$ cat config.mk
export PLATFORM = sky130hd
export DESIGN_NAME = fifo_wptr_ctrl
export DESIGN_NICKNAME = d
export VERILOG_FILES = /design/src/rtl/fifo_wptr_ctrl.sv
export SDC_FILE = /design/constraint.sdc
export NUM_CORES = 1
export LEC_CHECK = 0
export BUFFER_PORTS_ARGS = -buffer_cell sky130_fd_sc_hd__buf_2
export CORE_MARGIN = 3
export CORE_UTILIZATION = 49
export DETAILED_ROUTE_END_ITERATION = 7
export PLACE_DENSITY = 0.81
export SLEW_MARGIN = 20
export SYNTH_ARGS = -nofsm -noshare
export SYNTH_HDL_FRONTEND = slang
export SYNTH_SLANG_ARGS = --single-unit
$ cat constraint.sdc
create_clock -name clk_i -period 2.15 [get_ports clk_i]
set_clock_uncertainty 0.05 [all_clocks]
set_input_delay 0.1075 -clock clk_i [delete_from_list [all_inputs] [get_ports clk_i]]
set_output_delay 0.1075 -clock clk_i [all_outputs]
set_load 0.05 [all_outputs]
$ cat src/rtl/fifo_wptr_ctrl.sv
// Write-side pointer controller for an asynchronous FIFO.
// Keeps the binary write pointer and publishes its Gray form to the read domain.
// Derives full, almost-full and occupancy from the synchronised Gray read pointer.
// Optional sticky overflow flag: define FIFO_WPTR_OVF_EN to add the ovf_o port.
module fifo_wptr_ctrl #(
  parameter int unsigned ADDR_WIDTH      = 3,
  parameter int unsigned ALMOST_FULL_THR = 6
) (
  input  logic                  clk_i,
  input  logic                  rst_ni,
  input  logic                  push_i,
  input  logic [ADDR_WIDTH:0]   rptr_gray_sync_i,
  output logic                  wen_o,
  output logic [ADDR_WIDTH-1:0] waddr_o,
  output logic [ADDR_WIDTH:0]   wptr_gray_o,
  output logic                  full_o,
  output logic                  almost_full_o,
`ifdef FIFO_WPTR_OVF_EN
  output logic                  ovf_o,
`endif
  output logic [ADDR_WIDTH:0]   level_o
);

  localparam logic [ADDR_WIDTH:0] AfThr = (ADDR_WIDTH + 1)'(ALMOST_FULL_THR);

  logic [ADDR_WIDTH:0] wbin_q, wbin_d;
  logic [ADDR_WIDTH:0] wgray_q, wgray_d;
  logic [ADDR_WIDTH:0] level_q, level_d;
  logic                full_q, full_d;
  logic                af_q, af_d;
  logic [ADDR_WIDTH:0] rbin;
  logic [ADDR_WIDTH:0] rgray_full;
  logic                accept;

  assign accept  = push_i & ~full_q;
  assign wen_o   = accept;
  assign waddr_o = wbin_q[ADDR_WIDTH-1:0];

  // Gray-to-binary conversion of the read pointer (prefix XOR from the MSB).
  always_comb begin
    rbin             = '0;
    rbin[ADDR_WIDTH] = rptr_gray_sync_i[ADDR_WIDTH];
    for (int i = int'(ADDR_WIDTH) - 1; i >= 0; i--) begin
      rbin[i] = rbin[i+1] ^ rptr_gray_sync_i[i];
    end
  end

  // Read pointer as it would look when the writer is exactly one lap ahead.
  assign rgray_full = {~rptr_gray_sync_i[ADDR_WIDTH:ADDR_WIDTH-1],
                       rptr_gray_sync_i[ADDR_WIDTH-2:0]};

  // Next pointer, occupancy and flags; almost-full follows the registered level.
  always_comb begin
    wbin_d  = wbin_q;
    if (accept) begin
      wbin_d = wbin_q + 1'b1;
    end
    wgray_d = wbin_d ^ (wbin_d >> 1);
    level_d = wbin_d - rbin;
    full_d  = (wgray_d == rgray_full);
    af_d    = (level_q >= AfThr);
  end

  // Pointer and flag registers.
  always_ff @(posedge clk_i or negedge rst_ni) begin
    if (!rst_ni) begin
      wbin_q  <= '0;
      wgray_q <= '0;
      level_q <= '0;
      full_q  <= 1'b0;
      af_q    <= 1'b0;
    end else begin
      wbin_q  <= wbin_d;
      wgray_q <= wgray_d;
      level_q <= level_d;
      full_q  <= full_d;
      af_q    <= af_d;
    end
  end

  assign wptr_gray_o   = wgray_q;
  assign level_o       = level_q;
  assign full_o        = full_q;
  assign almost_full_o = af_q;

`ifdef FIFO_WPTR_OVF_EN
  logic ovf_q, ovf_d;

  assign ovf_d = ovf_q | (push_i & full_q);

  // Sticky overflow; only reset clears it.
  always_ff @(posedge clk_i or negedge rst_ni) begin
    if (!rst_ni) begin
      ovf_q <= 1'b0;
    end else begin
      ovf_q <= ovf_d;
    end
  end

  assign ovf_o = ovf_q;
`endif

endmodule

### Word-level counts from Yosys, hierarchy flattened

Index checks and enable logic that the tools add are counted.

* input port bits: 7
* flip-flop bits (word level): 14
* memories: 0
* word-level logic and storage cells: 17
* bits in writable memories: 0
* latch bits: 0
* bits in read-only memories: 0

* multiply operators: 0
* bitwise gates (word level): 7
* shift-type cells: 0
* reductions and logical operators: 0
* divide/modulo/power cells: 0
* equal/unequal tests: 1
* order comparisons: 1
* $add $sub $neg: 2
* multiplexer cells: 1

Operators with widths (count)
* $add 4x1->4 const B: 1
* $eq 4x4->1: 1
* $ge 4x3->1 const B: 1
* $mux 4: 1
* $sub 4x4->4: 1
* $xor 4x3->4: 1
* $xor 1x1->1: 3
* $not 2->2: 1
* $and 1x1->1: 1
* $not 1->1: 1

### Longest topological paths before layout

* depth after elaboration: 5
* mapped depth: 11
* mapped depth without buffers: 10

### Worst setup path before layout

Ideal clock, no wire load.

* path type: reg-to-reg
* from: reg full_q (netlist: full_o)
* to: reg level_q[3] (netlist: level_o[3])
* setup time: 0.080 ns
* arrival time: 2.490 ns
* clock period less this slack: 2.620 ns
* cell stages (with the launch flop): 9
* slack: -0.470 ns
* path through: dfrtp_1 nand2b_4 inv_1 xnor2_1 ha_1 inv_1 maj3_2 a311oi_1 xnor2_1

* longest elaborated chain between the ends: 4

RTL lines
* start: declaration: RTL line 29 `logic full_q, full_d;`
* start signal: assignment: RTL line 76 `full_q <= full_d;`
* $not 1->1: RTL line 35 `assign accept = push_i & ~full_q;`
* $and 1x1->1: RTL line 35
* net wen_o: RTL line 13 `output logic wen_o,`
* $mux 4: RTL line 55 `if (accept) begin`
* $sub 4x4->4: RTL line 59 `level_d = wbin_d - rbin;`
* net level_d[3]: RTL line 28 `logic [ADDR_WIDTH:0] level_q, level_d;`
* end signal: assignment: RTL line 75 `level_q <= level_d;`
* end: declaration: RTL line 28

The timed path passes the listed nets, and every way through them passes these cells.

### Worst setup path after layout

* from: reg full_q (netlist: full_o)
* to: reg level_q[3] (netlist: level_o[3])

* longest elaborated chain between the ends: 4

RTL lines (RTL line)
* $not 1->1: 35
* $and 1x1->1: 35
* $mux 4: 55
* $sub 4x4->4: 59
* net level_d[3]: 28

The timed path passes the listed nets, and every way through them passes these cells.

==> flow_metrics.env <==
export IMPL_synth_cell_type_count=28
export IMPL_fmax_mhz=494.4
export IMPL_multiInputGateArea_um2=436.7
export IMPL_cpLargestDelayFamily="compound AO/OA/AOI/OAI gates"
export IMPL_cts_sinks=13
export IMPL_layout_common_cells="buf_2 (20), dfrtp_1 (12), xnor2_1 (11), nor2_1 (5)"
export IMPL_postRouteAntennaNets=0
export IMPL_critPathKind="reg2reg"
export IMPL_boundaryPins=21
export IMPL_critPathLaunchType="register"
export IMPL_fin_nets=109
export IMPL_clk_path_buf_depth=2
export IMPL_slew_headroom_pct=74.70
export IMPL_syn_inst=71
export IMPL_track_usage_pct=17.74
export IMPL_min_period_ns=2.023
export IMPL_path_clk_slew_ns=0.08
export IMPL_port_buffers=20
export IMPL_hold_violations=0
export IMPL_worstPathRequired_ns=2.27
export IMPL_drt_initial_drc_count=7
export IMPL_start_util_pct=55.13
export IMPL_netlist_area_um2=753.2
export IMPL_first_pass_iters=3
export IMPL_setup_tns_ns=0
export IMPL_rsz0062_at_grt="no"
export IMPL_post_drt_wl_per_cell_um=13.60
export IMPL_insertion_delay_ns=0.28
export IMPL_synthArstFlopShare_pct=100.0
export IMPL_holdWs_ns=0.1535
export IMPL_cp_end_kind="register"
export IMPL_worst_slack_ns=0.1274
export IMPL_ys_seq_area_share_pct=43.19
export IMPL_grt_pass1_vias=537
export IMPL_grt_ovfl_total=0
export IMPL_ys_ff_latch=13
export IMPL_grt_max_degree=14
export IMPL_synth_avg_cell_area_um2=10.61
export IMPL_vias=581
export IMPL_cap_violations=0
export IMPL_drt_wl_total_um=1537
export IMPL_cts_made_buffers=3
export IMPL_place_congestion=0.7755
export IMPL_synth_edf_count=0
export IMPL_htreeDepth=1
export IMPL_cts_tree="yes"
export IMPL_worstPathArrival_ns=2.14
export IMPL_num_fill_cells=108
export IMPL_maxSlewViolCount=0
export IMPL_dieWidth_um=45.21
export IMPL_path_buf_inv=2
export IMPL_hpwl_um=1184
export IMPL_vias_per_cell=5.142
export IMPL_cpPeakStageDelay_ns=0.37
export IMPL_ys_warn_count=0
export IMPL_dpl_cell_area_um2=920.9
export IMPL_antenna_cells=0
export IMPL_grt_first_pass_wirelength_um=2484
export IMPL_area_delta_synth_final_pct=29.90
export IMPL_grt_antenna_before_repair=0
export IMPL_synth_flop_cell="dfrtp_1"
export IMPL_dieArea_um2=2043
export IMPL_crit_chain="nand2b_4 -> clkinvlp_4 -> xnor2_4 -> ha_4 -> inv_2 -> nor2_1 -> o21ai_0 -> a31oi_1 -> a311oi_2 -> xnor2_1"
export IMPL_drive_gt1_share_pct=39.80
export IMPL_drc=0
export IMPL_root_buffer="clkbuf_4"
export IMPL_worst_slew_pin_slew_ns=0.3795
export IMPL_cp_max_fo=4
export IMPL_coreArea_um2=1366
export IMPL_final_area_um2=978.4
export IMPL_die_h_um=45.21
export IMPL_register_area_um2=326.6
export IMPL_rows=13
export IMPL_finalCritPeriodShare_pct=94.07
export IMPL_final_common_cell="buf_2"
export IMPL_synthesis_nets=81
export IMPL_status="complete, no violations"
export IMPL_finalSetupViolCount=0
export IMPL_critPathSlowestCell="dfrtp_2"
export IMPL_hold_class="in2reg"
export IMPL_post_place_ws_ns=0.09392
## registers in the layout, indices dropped and copies added, names as in the netlist
name / count
almost_full_o: 1
wbin_q: 4
wptr_gray_o: 3
full_o: 1
level_o: 4
## kinds of logic after synthesis
family,Yosys count,synth area share (%)
muxes,1,2.990
AOI/OAI and AO/OA,12,9.802
adders and majority gates,4,6.479
buffers and inverters,9,4.485
xor gates and xnor gates,16,21.10
and+or+nand+nor,16,11.96
DFF,13,43.19
## synth_stat cells (2+ instances only)
library cell | n | area (um2)
dfrtp_1 | 13 | 325.3
xnor2_1 | 12 | 105.1
inv_1 | 6 | 22.52
nor2_1 | 5 | 18.77
a21oi_1 | 4 | 20.02
ha_1 | 3 | 37.54
o21ai_0 | 3 | 15.01
xor2_1 | 3 | 26.28
clkbuf_1 | 2 | 7.510
nor3_1 | 2 | 10.01
## worst min-delay path: stages
cell,delay (ns)
buf_2,0.09
buf_4,0.15
o32ai_1,0.10
## final timing paths
check	from	to	slack, ns	cells past startpoint
min in group asynchronous	rst_ni	wbin_q[0]	0.18	2
max reg2reg	full_o	level_o[3]	0.13	10
max in group asynchronous	rst_ni	full_o	1.63	2
min reg2reg	level_o[3]	almost_full_o	0.43	1
min	rptr_gray_sync_i[3]	full_o	0.15	3
max	full_o	level_o[3]	0.13	10
## cell type report
class / count / area share, %
Clock buffer: 4 / 2.685
Inverter: 7 / 3.069
Tap cell: 15 / 1.918
Sequential cell: 13 / 33.38
Multi-Input combinational cell: 49 / 44.63
Timing Repair Buffer: 25 / 14.32
## stage by stage
step,util (%),instances
after floorplan,-,71
after global placement,67.40,108
after detailed placement,67.40,108
after CTS,70.05,113
after global routing,71.61,113
final,71.61,113
## metal layers
layer / wire [um] / track usage, % / vias up
met4: 49 / 12.28 / 0
met5: 0 / 0 / -
li1: - / - / 296
met2: 745 / 27.97 / 16
met1: 680 / 22.19 / 264
met3: 61 / 2.390 / 5
## what timing repair did
item	CTS	global route
hold buffers	1	0
gates resized for setup	0	2
setup buffers	0	0
endpoints found under the setup margin	0	1
endpoints found under the hold margin	13	0
Power is left out: the tool's default activity adds up to more than one toggle a clock period on the data nets, which glitch-free logic cannot reach.
